## src/rtl/player_piano_pkg.sv

```systemverilog
// Shared player-piano definitions: mode encodings, song word layout and song_reader FSM states.
package player_piano_pkg;

  typedef enum logic [1:0] {
    JAM_SESH    = 2'b00,
    COMPOSER    = 2'b01,
    SONG_PLAYER = 2'b10
  } mode_e;

  localparam int unsigned NOTE_W   = 6;
  localparam int unsigned NOTE_LSB = 0;
  localparam int unsigned DUR_W    = 6;
  localparam int unsigned DUR_LSB  = 6;
  localparam int unsigned WORD_W   = 12;

  localparam logic [WORD_W-1:0] END_MARKER = 12'h000;

  typedef enum logic [2:0] {
    S_IDLE       = 3'd0,
    S_FETCH      = 3'd1,
    S_WAIT_ROM   = 3'd2,
    S_ISSUE      = 3'd3,
    S_WAIT_BEATS = 3'd4,
    S_DONE       = 3'd5
  } fsm_e;

  typedef struct packed {
    logic [DUR_W-1:0]  duration;
    logic [NOTE_W-1:0] note;
  } song_word_t;

  function automatic logic [WORD_W-1:0] mk_word(input logic [DUR_W-1:0]  dur,
                                                input logic [NOTE_W-1:0] note);
    return (WORD_W'(dur) << DUR_LSB) | (WORD_W'(note) << NOTE_LSB);
  endfunction

  function automatic logic [DUR_W-1:0] dur_of(input logic [WORD_W-1:0] w);
    return w[DUR_LSB +: DUR_W];
  endfunction

endpackage

```

## src/rtl/song_reader_if.sv

```systemverilog
// Note stream from song_reader to the note-to-sample stage.
interface song_reader_if #(
  parameter int unsigned IDX_W = 2
);
  import player_piano_pkg::*;

  logic [WORD_W-1:0] song_note;
  logic              load_new_note;
  logic              song_done;
  logic [IDX_W-1:0]  song_idx;

  modport master (output song_note, output load_new_note, output song_done, output song_idx);
  modport slave  (input  song_note, input  load_new_note, input  song_done, input  song_idx);

endinterface

```

## src/rtl/song_rom.sv

```systemverilog
// Synchronous-read song ROM, one-cycle latency, addressed {song, position}.
module song_rom
  import player_piano_pkg::*;
#(
  parameter int unsigned SONG_ADDR_W = 7,
  parameter int unsigned IDX_W       = 2
) (
  input  logic                         clk,
  input  logic [IDX_W+SONG_ADDR_W-1:0] addr,
  output logic [WORD_W-1:0]            data
);

  logic [IDX_W-1:0]       song;
  logic [SONG_ADDR_W-1:0] pos;
  logic [WORD_W-1:0]      word_c;

  assign song = addr[SONG_ADDR_W +: IDX_W];
  assign pos  = addr[SONG_ADDR_W-1:0];

  // Song 3 has no end marker: it runs off the top of its address space.
  always_comb begin
    word_c = END_MARKER;
    case (song)
      IDX_W'(0): if (pos == '0) word_c = mk_word(6'd2, 6'd4);
      IDX_W'(1): begin
        case (pos)
          SONG_ADDR_W'(0): word_c = mk_word(6'd0, 6'd4);
          SONG_ADDR_W'(1): word_c = mk_word(6'd0, 6'd6);
          SONG_ADDR_W'(2): word_c = mk_word(6'd1, 6'd8);
          default:         word_c = END_MARKER;
        endcase
      end
      IDX_W'(2): if (pos == '0) word_c = mk_word(6'd4, 6'd10);
      default:   word_c = (pos == '0) ? mk_word(6'd1, 6'd63)
                                      : mk_word(6'd0, {1'b1, pos[4:0]});
    endcase
  end

  always_ff @(posedge clk) data <= word_c;

endmodule

```

## src/rtl/song_reader.sv

```systemverilog
// Song-player sequencer: walks the current song in song_rom and strobes notes timed by beats.
// Build option SONG_LOOP_EN: after song_done the song restarts from its first word.
module song_reader
  import player_piano_pkg::*;
#(
  parameter int unsigned SONG_ADDR_W = 7,
  parameter int unsigned NUM_SONGS   = 4
) (
  input  logic          clk,
  input  logic          reset,
  input  logic [1:0]    state,
  input  logic          play,
  input  logic          next_song,
  input  logic          beat,
  song_reader_if.master notes
);

  localparam int unsigned IDX_W = (NUM_SONGS > 1) ? $clog2(NUM_SONGS) : 1;
`ifdef SONG_LOOP_EN
  localparam bit LOOP = 1'b1;
`else
  localparam bit LOOP = 1'b0;
`endif

  fsm_e                 cur, nxt;
  logic [SONG_ADDR_W:0] addr, addr_n;
  logic [IDX_W-1:0]     idx, idx_n, idx_inc;
  logic [DUR_W-1:0]     cnt, cnt_n, dur;
  logic                 hold, hold_n;
  logic [WORD_W-1:0]    note_q, note_n, rom_data, rom_word;
  logic                 load_q, load_n, done_q, done_n;
  logic                 active, is_end;

  assign active   = (state == SONG_PLAYER) && play;
  // The extra address bit marks a step past the last word; it reads as the end marker.
  assign rom_word = addr[SONG_ADDR_W] ? END_MARKER : rom_data;
  assign is_end   = (note_q == END_MARKER);
  assign dur      = dur_of(note_q);
  assign idx_inc  = (idx == IDX_W'(NUM_SONGS - 1)) ? '0 : idx + IDX_W'(1);

  song_rom #(
    .SONG_ADDR_W(SONG_ADDR_W),
    .IDX_W      (IDX_W)
  ) u_rom (
    .clk (clk),
    .addr({idx, addr[SONG_ADDR_W-1:0]}),
    .data(rom_data)
  );

  always_ff @(posedge clk or negedge reset) begin
    if (!reset) cur <= S_IDLE;
    else        cur <= nxt;
  end

  always_comb begin
    nxt = cur;
    if (next_song) begin
      nxt = S_IDLE;
    end else if (active) begin
      unique case (cur)
        S_IDLE:       if (!hold) nxt = S_FETCH;
        S_FETCH:      nxt = S_WAIT_ROM;
        S_WAIT_ROM:   nxt = S_ISSUE;
        S_ISSUE:      nxt = is_end ? S_DONE : ((dur == '0) ? S_FETCH : S_WAIT_BEATS);
        S_WAIT_BEATS: if (beat && cnt == DUR_W'(1)) nxt = S_FETCH;
        S_DONE:       nxt = LOOP ? S_FETCH : S_IDLE;
        default:      nxt = S_IDLE;
      endcase
    end
  end

  // Datapath next values and the registered strobes; hold blocks a restart until play is re-pressed.
  always_comb begin
    addr_n = addr;
    idx_n  = idx;
    cnt_n  = cnt;
    hold_n = hold & play;
    note_n = note_q;
    load_n = 1'b0;
    done_n = 1'b0;
    if (next_song) begin
      idx_n  = idx_inc;
      addr_n = '0;
      cnt_n  = '0;
      hold_n = 1'b0;
    end else if (active) begin
      unique case (cur)
        S_WAIT_ROM: begin
          note_n = rom_word;
          load_n = (rom_word != END_MARKER);
        end
        S_ISSUE: begin
          if (is_end)         done_n = 1'b1;
          else if (dur == '0) addr_n = addr + (SONG_ADDR_W+1)'(1);
          else                cnt_n  = dur;
        end
        S_WAIT_BEATS: begin
          if (beat) begin
            cnt_n = cnt - DUR_W'(1);
            if (cnt == DUR_W'(1)) addr_n = addr + (SONG_ADDR_W+1)'(1);
          end
        end
        S_DONE: begin
          addr_n = '0;
          hold_n = !LOOP;
        end
        default: ;
      endcase
    end
  end

  always_ff @(posedge clk or negedge reset) begin
    if (!reset) begin
      addr   <= '0;
      idx    <= '0;
      cnt    <= '0;
      hold   <= 1'b0;
      note_q <= END_MARKER;
      load_q <= 1'b0;
      done_q <= 1'b0;
    end else begin
      addr   <= addr_n;
      idx    <= idx_n;
      cnt    <= cnt_n;
      hold   <= hold_n;
      note_q <= note_n;
      load_q <= load_n;
      done_q <= done_n;
    end
  end

  assign notes.song_note     = note_q;
  assign notes.load_new_note = load_q;
  assign notes.song_done     = done_q;
  assign notes.song_idx      = idx;

endmodule

```

## src/flat_wrapper.sv

```systemverilog
// flat-port wrapper written by rule: the top's interface ports become plain ports
module song_reader_flat import player_piano_pkg::*;
#(
  parameter int unsigned SONG_ADDR_W = 7,
  parameter int unsigned NUM_SONGS   = 4
)
  (clk, reset, state, play, next_song, beat, notes_song_note, notes_load_new_note, notes_song_done, notes_song_idx);
  song_reader_if notes_i ();
  input  logic clk;
  input  logic reset;
  input  logic [1:0] state;
  input  logic play;
  input  logic next_song;
  input  logic beat;
  output wire logic [$bits(notes_i.song_note)-1:0] notes_song_note;
  output wire logic [$bits(notes_i.load_new_note)-1:0] notes_load_new_note;
  output wire logic [$bits(notes_i.song_done)-1:0] notes_song_done;
  output wire logic [$bits(notes_i.song_idx)-1:0] notes_song_idx;
  assign notes_song_note = notes_i.song_note;
  assign notes_load_new_note = notes_i.load_new_note;
  assign notes_song_done = notes_i.song_done;
  assign notes_song_idx = notes_i.song_idx;
  song_reader #(.SONG_ADDR_W(SONG_ADDR_W), .NUM_SONGS(NUM_SONGS)) u_core (.clk(clk), .reset(reset), .state(state), .play(play), .next_song(next_song), .beat(beat), .notes(notes_i));
endmodule
```

## config.mk

```make
export PLATFORM = sky130hd
export DESIGN_NAME = song_reader_flat
export DESIGN_NICKNAME = d
export VERILOG_FILES = /design/src/rtl/player_piano_pkg.sv /design/src/rtl/song_reader_if.sv /design/src/rtl/song_rom.sv /design/src/rtl/song_reader.sv /design/src/flat_wrapper.sv
export SDC_FILE = /design/constraint.sdc
export NUM_CORES = 1
export LEC_CHECK = 0
export CORE_MARGIN = 10
export CORE_UTILIZATION = 40
export DETAILED_ROUTE_END_ITERATION = 8
export HOLD_SLACK_MARGIN = 0.02
export SYNTH_ARGS = -nofsm -noshare
export SYNTH_HDL_FRONTEND = slang
export SYNTH_SLANG_ARGS = --single-unit
```

## constraint.sdc

```tcl
create_clock -name clk -period 2.25 [get_ports clk]
set_clock_uncertainty 0.2 [all_clocks]
set_input_delay 0.3375 -clock clk [delete_from_list [all_inputs] [get_ports clk]]
set_output_delay 0.3375 -clock clk [all_outputs]
set_load 0.05 [all_outputs]
```

==> flow_metrics.env, run 1 <==
export IMPL_power_w=0.00281
export IMPL_cts_sinks=40
export IMPL_die_area_mm2=0.00865
export IMPL_fin_crit_sh_pct=93.9
export IMPL_synth_cells=232
export IMPL_dr_pass1_iters=5
export IMPL_rsz0062_at_grt="false"
export IMPL_yosys_top_cells_area="dfrtp_1 36%, dfxtp_1 8.5%, ha_1 6.5%, o21ai_0 4.7%, nand2_1 4.0%"
export IMPL_crit_arrival_ps=1580
export IMPL_status="completed"
export IMPL_antenna_found_initial=0
export IMPL_synthesis_area_mm2=0.00213
export IMPL_pre_cts_slack_ps=-87.2
export IMPL_async_reset_ff_share_pct=77.5
export IMPL_vias=1772
export IMPL_initialDrtViolationCount=100
export IMPL_yosysTopAreaCell="dfrtp_1"
export IMPL_hold_viol=0
export IMPL_power_internal_w=0.00166
export IMPL_slowest_stage="clkdlybuf4s50_1"
export IMPL_synth_edf_count=0
export IMPL_tightest_slew_ps=505
export IMPL_grt_pass1_wl_mm=8.32
export IMPL_route_detailed_drc=0
export IMPL_cts_buffers=5
export IMPL_hold_class="in2async"
export IMPL_timing_fmax_mhz=473
export IMPL_power_frac_comb_pct=42.0
export IMPL_netSwitchingPower_w=0.00115
export IMPL_yosys_area_top_type_share_pct=36.4
export IMPL_hold_buffers=0
export IMPL_setup_slack_ps=137
export IMPL_initial_core_util_pct=41.5
export IMPL_tritoncts="done"
export IMPL_die_h_um=93.0
export IMPL_cts_setup_buffers=0
export IMPL_nets=281
export IMPL_worst_setup_path_end_kind="output pin"
export IMPL_crit_fanout=6
export IMPL_ys_ff_latch=40
export IMPL_cp_required_ps=1710
export IMPL_area_delta_synth_final_pct=20.5
export IMPL_avgSynthCellArea_um2=9.19
export IMPL_ios=23
export IMPL_synthDistinctLibCells=47
export IMPL_dieWidth_um=93.0
export IMPL_maxSlewViolCount=0
export IMPL_final_setup_viol_count=0
export IMPL_yosys_warnings=0
export IMPL_stdcell_count=334
export IMPL_cp_startpoint="u_core.notes.song_note[6]"
export IMPL_fp_row_count=26
export IMPL_crit_path_start_kind="flip-flop"
export IMPL_grt_pass1_vias=1707
export IMPL_synth_main_ff_cell="dfrtp_1"
export IMPL_placedCellCount=326
export IMPL_portBuffers=19
export IMPL_ys_seq_area_share_pct=44.8
export IMPL_synth_most_common_cell="dfrtp_1"
export IMPL_cts_root_buf="clkbuf_8"
export IMPL_clk_path_buf_depth=2
export IMPL_worstPathBufferInverterCount=1
export IMPL_viasPerCell=5.31
export IMPL_p_sw_share_pct=40.9
export IMPL_cp_top_family="buffers and inverters"
export IMPL_hpwl_mm=3.59
export IMPL_ant_nets=0
export IMPL_place_congestion=0.840
export IMPL_maxCapViolations=0
export IMPL_p_leak_nw=1.15
export IMPL_worstPathCellList="clkdlybuf4s50_1"
export IMPL_setup_worst_path_class="reg2out"
export IMPL_grtUsageTotal_pct=11.8
export IMPL_layout_drive_gt1_share_pct=12.9
export IMPL_antenna_diode_count=0
export IMPL_worstSkewPairLatency_ps=290
export IMPL_h_tree_depth=2
export IMPL_overflow=0
export IMPL_maxSlewHeadroom_pct=66.2
export IMPL_min_period_ps=2110
export IMPL_synth_common_cells="31 x dfrtp_1, 23 x nand2_1, 20 x o21ai_0"
export IMPL_timing_rr_start="u_core.notes.song_note[3]"
export IMPL_cp_slowest_stage_delay_ps=840
export IMPL_ir_drop_v=0.000519
export IMPL_powerDensity_mw_per_mm2=1100
export IMPL_p_clk_share_pct=18.9
export IMPL_seq_power_share_pct=39.1
export IMPL_cts_clk_slew_worst_paths_ps=80
export IMPL_core_mm2=0.00514
export IMPL_drt_wirelength_per_cell_um=14.3
export IMPL_grt_max_degree=32
export IMPL_routed_wl_mm=4.77
[cell type report]
type,count,area [um2]
timing repair buffer,36,318
tap,70,87.6
multi-input combinational,171,1070
sequential,40,956
clock buffer,7,97.6
inverter,9,33.8
fill,519,2570
clock inverter,1,5.00
[power by group through the flow]
stage	logic, W	registers [W]	clock network (W)
floorplan	0.000614	0.00129	0
global placement	0.00118	0.00111	0
detailed placement	0.00118	0.00111	0
CTS	0.00119	0.00110	0.000547
global route	0.00131	0.00114	0.000582
finish	0.00118	0.00110	0.000532
[per-stage QoR]
step | util, % | hold slack [ps] | area [um2] | setup TNS [ps]
3_5_place_dp | 47.9 | 268 | 2460 | -238
3_3_place_gp | 47.9 | 262 | 2460 | -227
6_report | 50.0 | 228 | 2570 | 0
5_1_grt | 50.0 | 267 | 2570 | 0
4_1_cts | 49.9 | 248 | 2560 | 0
2_1_floorplan | - | -158 | 2140 | 0
[worst paths after layout]
path	endpoint	slack [ps]	cells past startpoint
max	notes_song_note[6]	140	1
min	u_core.cnt[3]	230	2
max reg2reg	u_core.addr[3]	170	6
min reg2reg	u_core.notes.song_note[0]	270	2
max in group asynchronous	u_core.notes.load_new_note	1320	2
min in group clk	u_core.notes.song_note[0]	270	2
[layout by cell type, fill, tap and decap left out, types with 2 or more instances in the layout]
master           synthesis  final
o21a_1                   2      2
clkbuf_8                 0      5
nand3_1                 11     11
dfxtp_1                  9      9
and3b_1                  3      3
ha_1                    11     11
dfrtp_1                 31     31
and2_1                   3      3
buf_4                    6     17
or4_1                    4      4
or3_1                    2      2
conb_1                   1      3
inv_1                    9      9
a21oi_1                  9      9
o31ai_1                  3      3
nand4_1                  5      5
nand2b_1                11     11
or2_2                    3      3
o21ai_0                 20     20
clkdlybuf4s50_1          0     19
mux2i_1                  2      2
nand2_1                 23     23
and3_1                   2      2
nor3_1                   8      8
a31oi_1                 11     11
nor2_1                  13     13
nor2b_1                  3      3
[registers in the layout, summed over array words and instances, names as in the netlist]
name / count
u_core.cnt: 6
u_core.notes.load_new_note: 1
u_core.notes.song_idx: 2
u_core.cur: 3
u_core.u_rom.data: 9
u_core.notes.song_note: 9
u_core.notes.song_done: 1
u_core.addr: 8
u_core.hold: 1
[routing by layer]
metal	routed length (um)	global-route usage (%)	share of wire [%]	up-vias
li1	-	-	-	883
met2	2240	18.5	47	37
met1	2230	14.7	47	843
met3	229	3.44	4.8	9
met4	70	4.88	1.5	0
met5	0	0	0	-
[timing repair]
| action | in CTS | in global routing |
|---|---|---|
| gates resized for setup | 0 | 1 |
| endpoints found under the hold margin | 0 | 0 |
| setup endpoints to repair | 0 | 2 |
[cell families (layout without fill, tap and decap cells)]
family                     after synthesis  count (layout)  synth area share (%)
and+or+nand+nor                         97              97                  24.7
AOI/OAI and AO/OA                       58              58                  17.3
DFF                                     40              40                  44.8
buffers and inverters                   23              53                  5.57
adders and majority gates               11              11                  6.46
muxes                                    2               2                 0.939
other                                    1               3                 0.176
Note: power is estimated with default switching activity, not from simulation.
==> inputs of run 2 (changes only) <==
--- a/config.mk
+++ b/config.mk
@@ -5,10 +5,14 @@
 export SDC_FILE = /design/constraint.sdc
 export NUM_CORES = 1
 export LEC_CHECK = 0
+export CELL_PAD_IN_SITES_DETAIL_PLACEMENT = 1
+export CELL_PAD_IN_SITES_GLOBAL_PLACEMENT = 1
+export CORE_ASPECT_RATIO = 1.75
 export CORE_MARGIN = 10
 export CORE_UTILIZATION = 40
 export DETAILED_ROUTE_END_ITERATION = 8
 export HOLD_SLACK_MARGIN = 0.02
+export PLACE_DENSITY_LB_ADDON = 0.1
 export SYNTH_ARGS = -nofsm -noshare
 export SYNTH_HDL_FRONTEND = slang
 export SYNTH_SLANG_ARGS = --single-unit
==> run 2 against run 1 <==
Net effect:
- power about the same
- sequential share of layout area increased by 0.073 points
- highest routed layer unchanged
- largest cell class unchanged
- design area decreased by 0.19%
- clock power decreased by 11%
- critical path depth unchanged
==> flow_metrics.env, run 2 (synthesis results as in run 1) <==
export IMPL_ios=23
export IMPL_clk_path_buf_depth=2
export IMPL_worst_setup_path_end_kind="output pin"
export IMPL_multi_input_area_mm2=0.00108
export IMPL_hpwl_mm=4.35
export IMPL_viasPerCell=5.63
export IMPL_tns_ps=0
export IMPL_slowest_stage="clkdlybuf4s50_1"
export IMPL_worstPathCellList="clkdlybuf4s50_1"
export IMPL_die_h_um=117
export IMPL_num_fill_cells=659
export IMPL_die_area_mm2=0.00877
export IMPL_grt_max_degree=32
export IMPL_timing_rr_start="u_core.notes.song_note[3]"
export IMPL_grtUsageTotal_pct=14.1
export IMPL_fin_crit_sh_pct=94.4
export IMPL_cp_slowest_stage_delay_ps=840
export IMPL_regArea_um2=956
export IMPL_hold_class="in2async"
export IMPL_grt_pass1_vias=1964
export IMPL_nets=284
export IMPL_antenna_found_initial=0
export IMPL_overflow=0
export IMPL_ir_drop_v=0.000502
export IMPL_dieWidth_um=75.2
export IMPL_core_mm2=0.00521
export IMPL_crit_path_start_kind="flip-flop"
export IMPL_layout_common_cells="31 x dfrtp_1, 23 x nand2_1, 20 x buf_4"
export IMPL_cts_root_buf="clkbuf_8"
export IMPL_setup_slack_ps=126
export IMPL_tightest_slew_ps=512
export IMPL_cp_startpoint="u_core.notes.song_note[6]"
export IMPL_crit_fanout=6
export IMPL_fp_row_count=35
export IMPL_route_detailed_drc=0
export IMPL_routed_wl_mm=5.58
export IMPL_cts_buffers=5
export IMPL_cts_sinks=40
export IMPL_dr_pass1_iters=4
export IMPL_rr_endpoint="u_core.addr[6]"
export IMPL_cp_top_family="buffers and inverters"
export IMPL_vias=1812
export IMPL_maxSlewViolCount=0
export IMPL_status="completed"
export IMPL_layout_drive_gt1_share_pct=14.2
export IMPL_initial_core_util_pct=40.9
export IMPL_drt_wirelength_per_cell_um=17.3
export IMPL_final_setup_viol_count=0
export IMPL_timing_fmax_mhz=471
export IMPL_r2r_cells=7
export IMPL_r2r_slack_ps=160
export IMPL_pre_cts_slack_ps=-8.91
export IMPL_min_period_ps=2120
export IMPL_crit_end="notes_song_note[6]"
export IMPL_h_tree_depth=2
export IMPL_hold_viol=0
export IMPL_final_common_cell="dfrtp_1"
export IMPL_crit_arrival_ps=1590
export IMPL_tritoncts="done"
export IMPL_maxCapViolations=0
export IMPL_portBuffers=19
export IMPL_powerDensity_mw_per_mm2=1100
export IMPL_initialDrtViolationCount=64
export IMPL_antenna_diode_count=0
export IMPL_setup_worst_path_class="reg2out"
export IMPL_rsz0062_at_grt="false"
export IMPL_p_leak_nw=1.15
export IMPL_grt_pass1_wl_mm=9.68
export IMPL_cts_setup_buffers=0
export IMPL_area_delta_synth_final_pct=20.2
export IMPL_worstPathBufferInverterCount=1
export IMPL_ant_nets=0
export IMPL_cp_required_ps=1710
export IMPL_worstSkewPairLatency_ps=290
export IMPL_maxSlewHeadroom_pct=65.7
export IMPL_cts_clk_slew_worst_paths_ps=80
export IMPL_place_congestion=0.814
export IMPL_worstSetupPathDepth=1
==> run 2: changes by cell type in the layout (fill, tap and decap cells not counted), sizes merged <==
cell / before / now
clkinvlp: 0 / 2
clkbuf: 7 / 5
buf: 17 / 20
==> run 2: worst min path at each step <==
stage / slack, ps / to / cells past startpoint
floorplan: -160 / u_core.addr[0] / 0
global placement: 260 / u_core.notes.song_note[8] / 2
detailed placement: 260 / u_core.notes.song_note[8] / 2
CTS: 260 / u_core.addr[6] / 2
global route: 290 / u_core.notes.song_note[5] / 2
finish: 250 / u_core.cur[1] / 2
==> run 2: through the flow <==
stage               hold slack (ps)  area, um2  total power [W]  cells  utilization (%)
CTS                             260       2550          0.00284    322             49.0
global placement                262       2460          0.00233    314             47.3
detailed placement              262       2460          0.00235    314             47.3
finish                          252       2560          0.00281    322             49.2
global route                    285       2560          0.00304    322             49.2
floorplan                      -158       2140          0.00191    234                -
==> run 2: report_power, final <==
part / switching [W] / leakage, nW / total (W) / internal [W]
Clock: 0.000262 / 0.0378 / 0.000476 / 0.000214
Sequential: 0.000207 / 0.498 / 0.00111 / 0.000905
Combinational: 0.000737 / 0.615 / 0.00122 / 0.000486
==> run 2: metal layers <==
layer  part of all wire, %  GRT usage (%)
met5                     0              0
met4                   1.8           5.48
met3                   3.2           2.72
met2                    57           26.6
met1                    38           14.6
==> run 2: layout make-up <==
class | count | share of cell area [%]
Clock inverter | 3 | 0.732
Sequential cell | 40 | 37.3
Inverter | 9 | 1.32
Multi-Input combinational cell | 171 | 42.0
Tap cell | 55 | 2.68
Timing Repair Buffer | 39 | 13.3
Clock buffer | 5 | 2.68
==> run 2: what timing repair did <==
action | 4_1_cts | 5_1_grt
setup endpoints to repair | 0 | 4
hold buffers | 0 | 0
resized for setup | 0 | 3
==> run 2: worst register-to-register path, delay by kind of cell, from the launching register on <==
kind / cells / cell delay (ps)
buffers and inverters: 2 / 330
and+or+nand+nor: 2 / 690
DFF: 1 / 400
AOI/OAI and AO/OA: 3 / 400
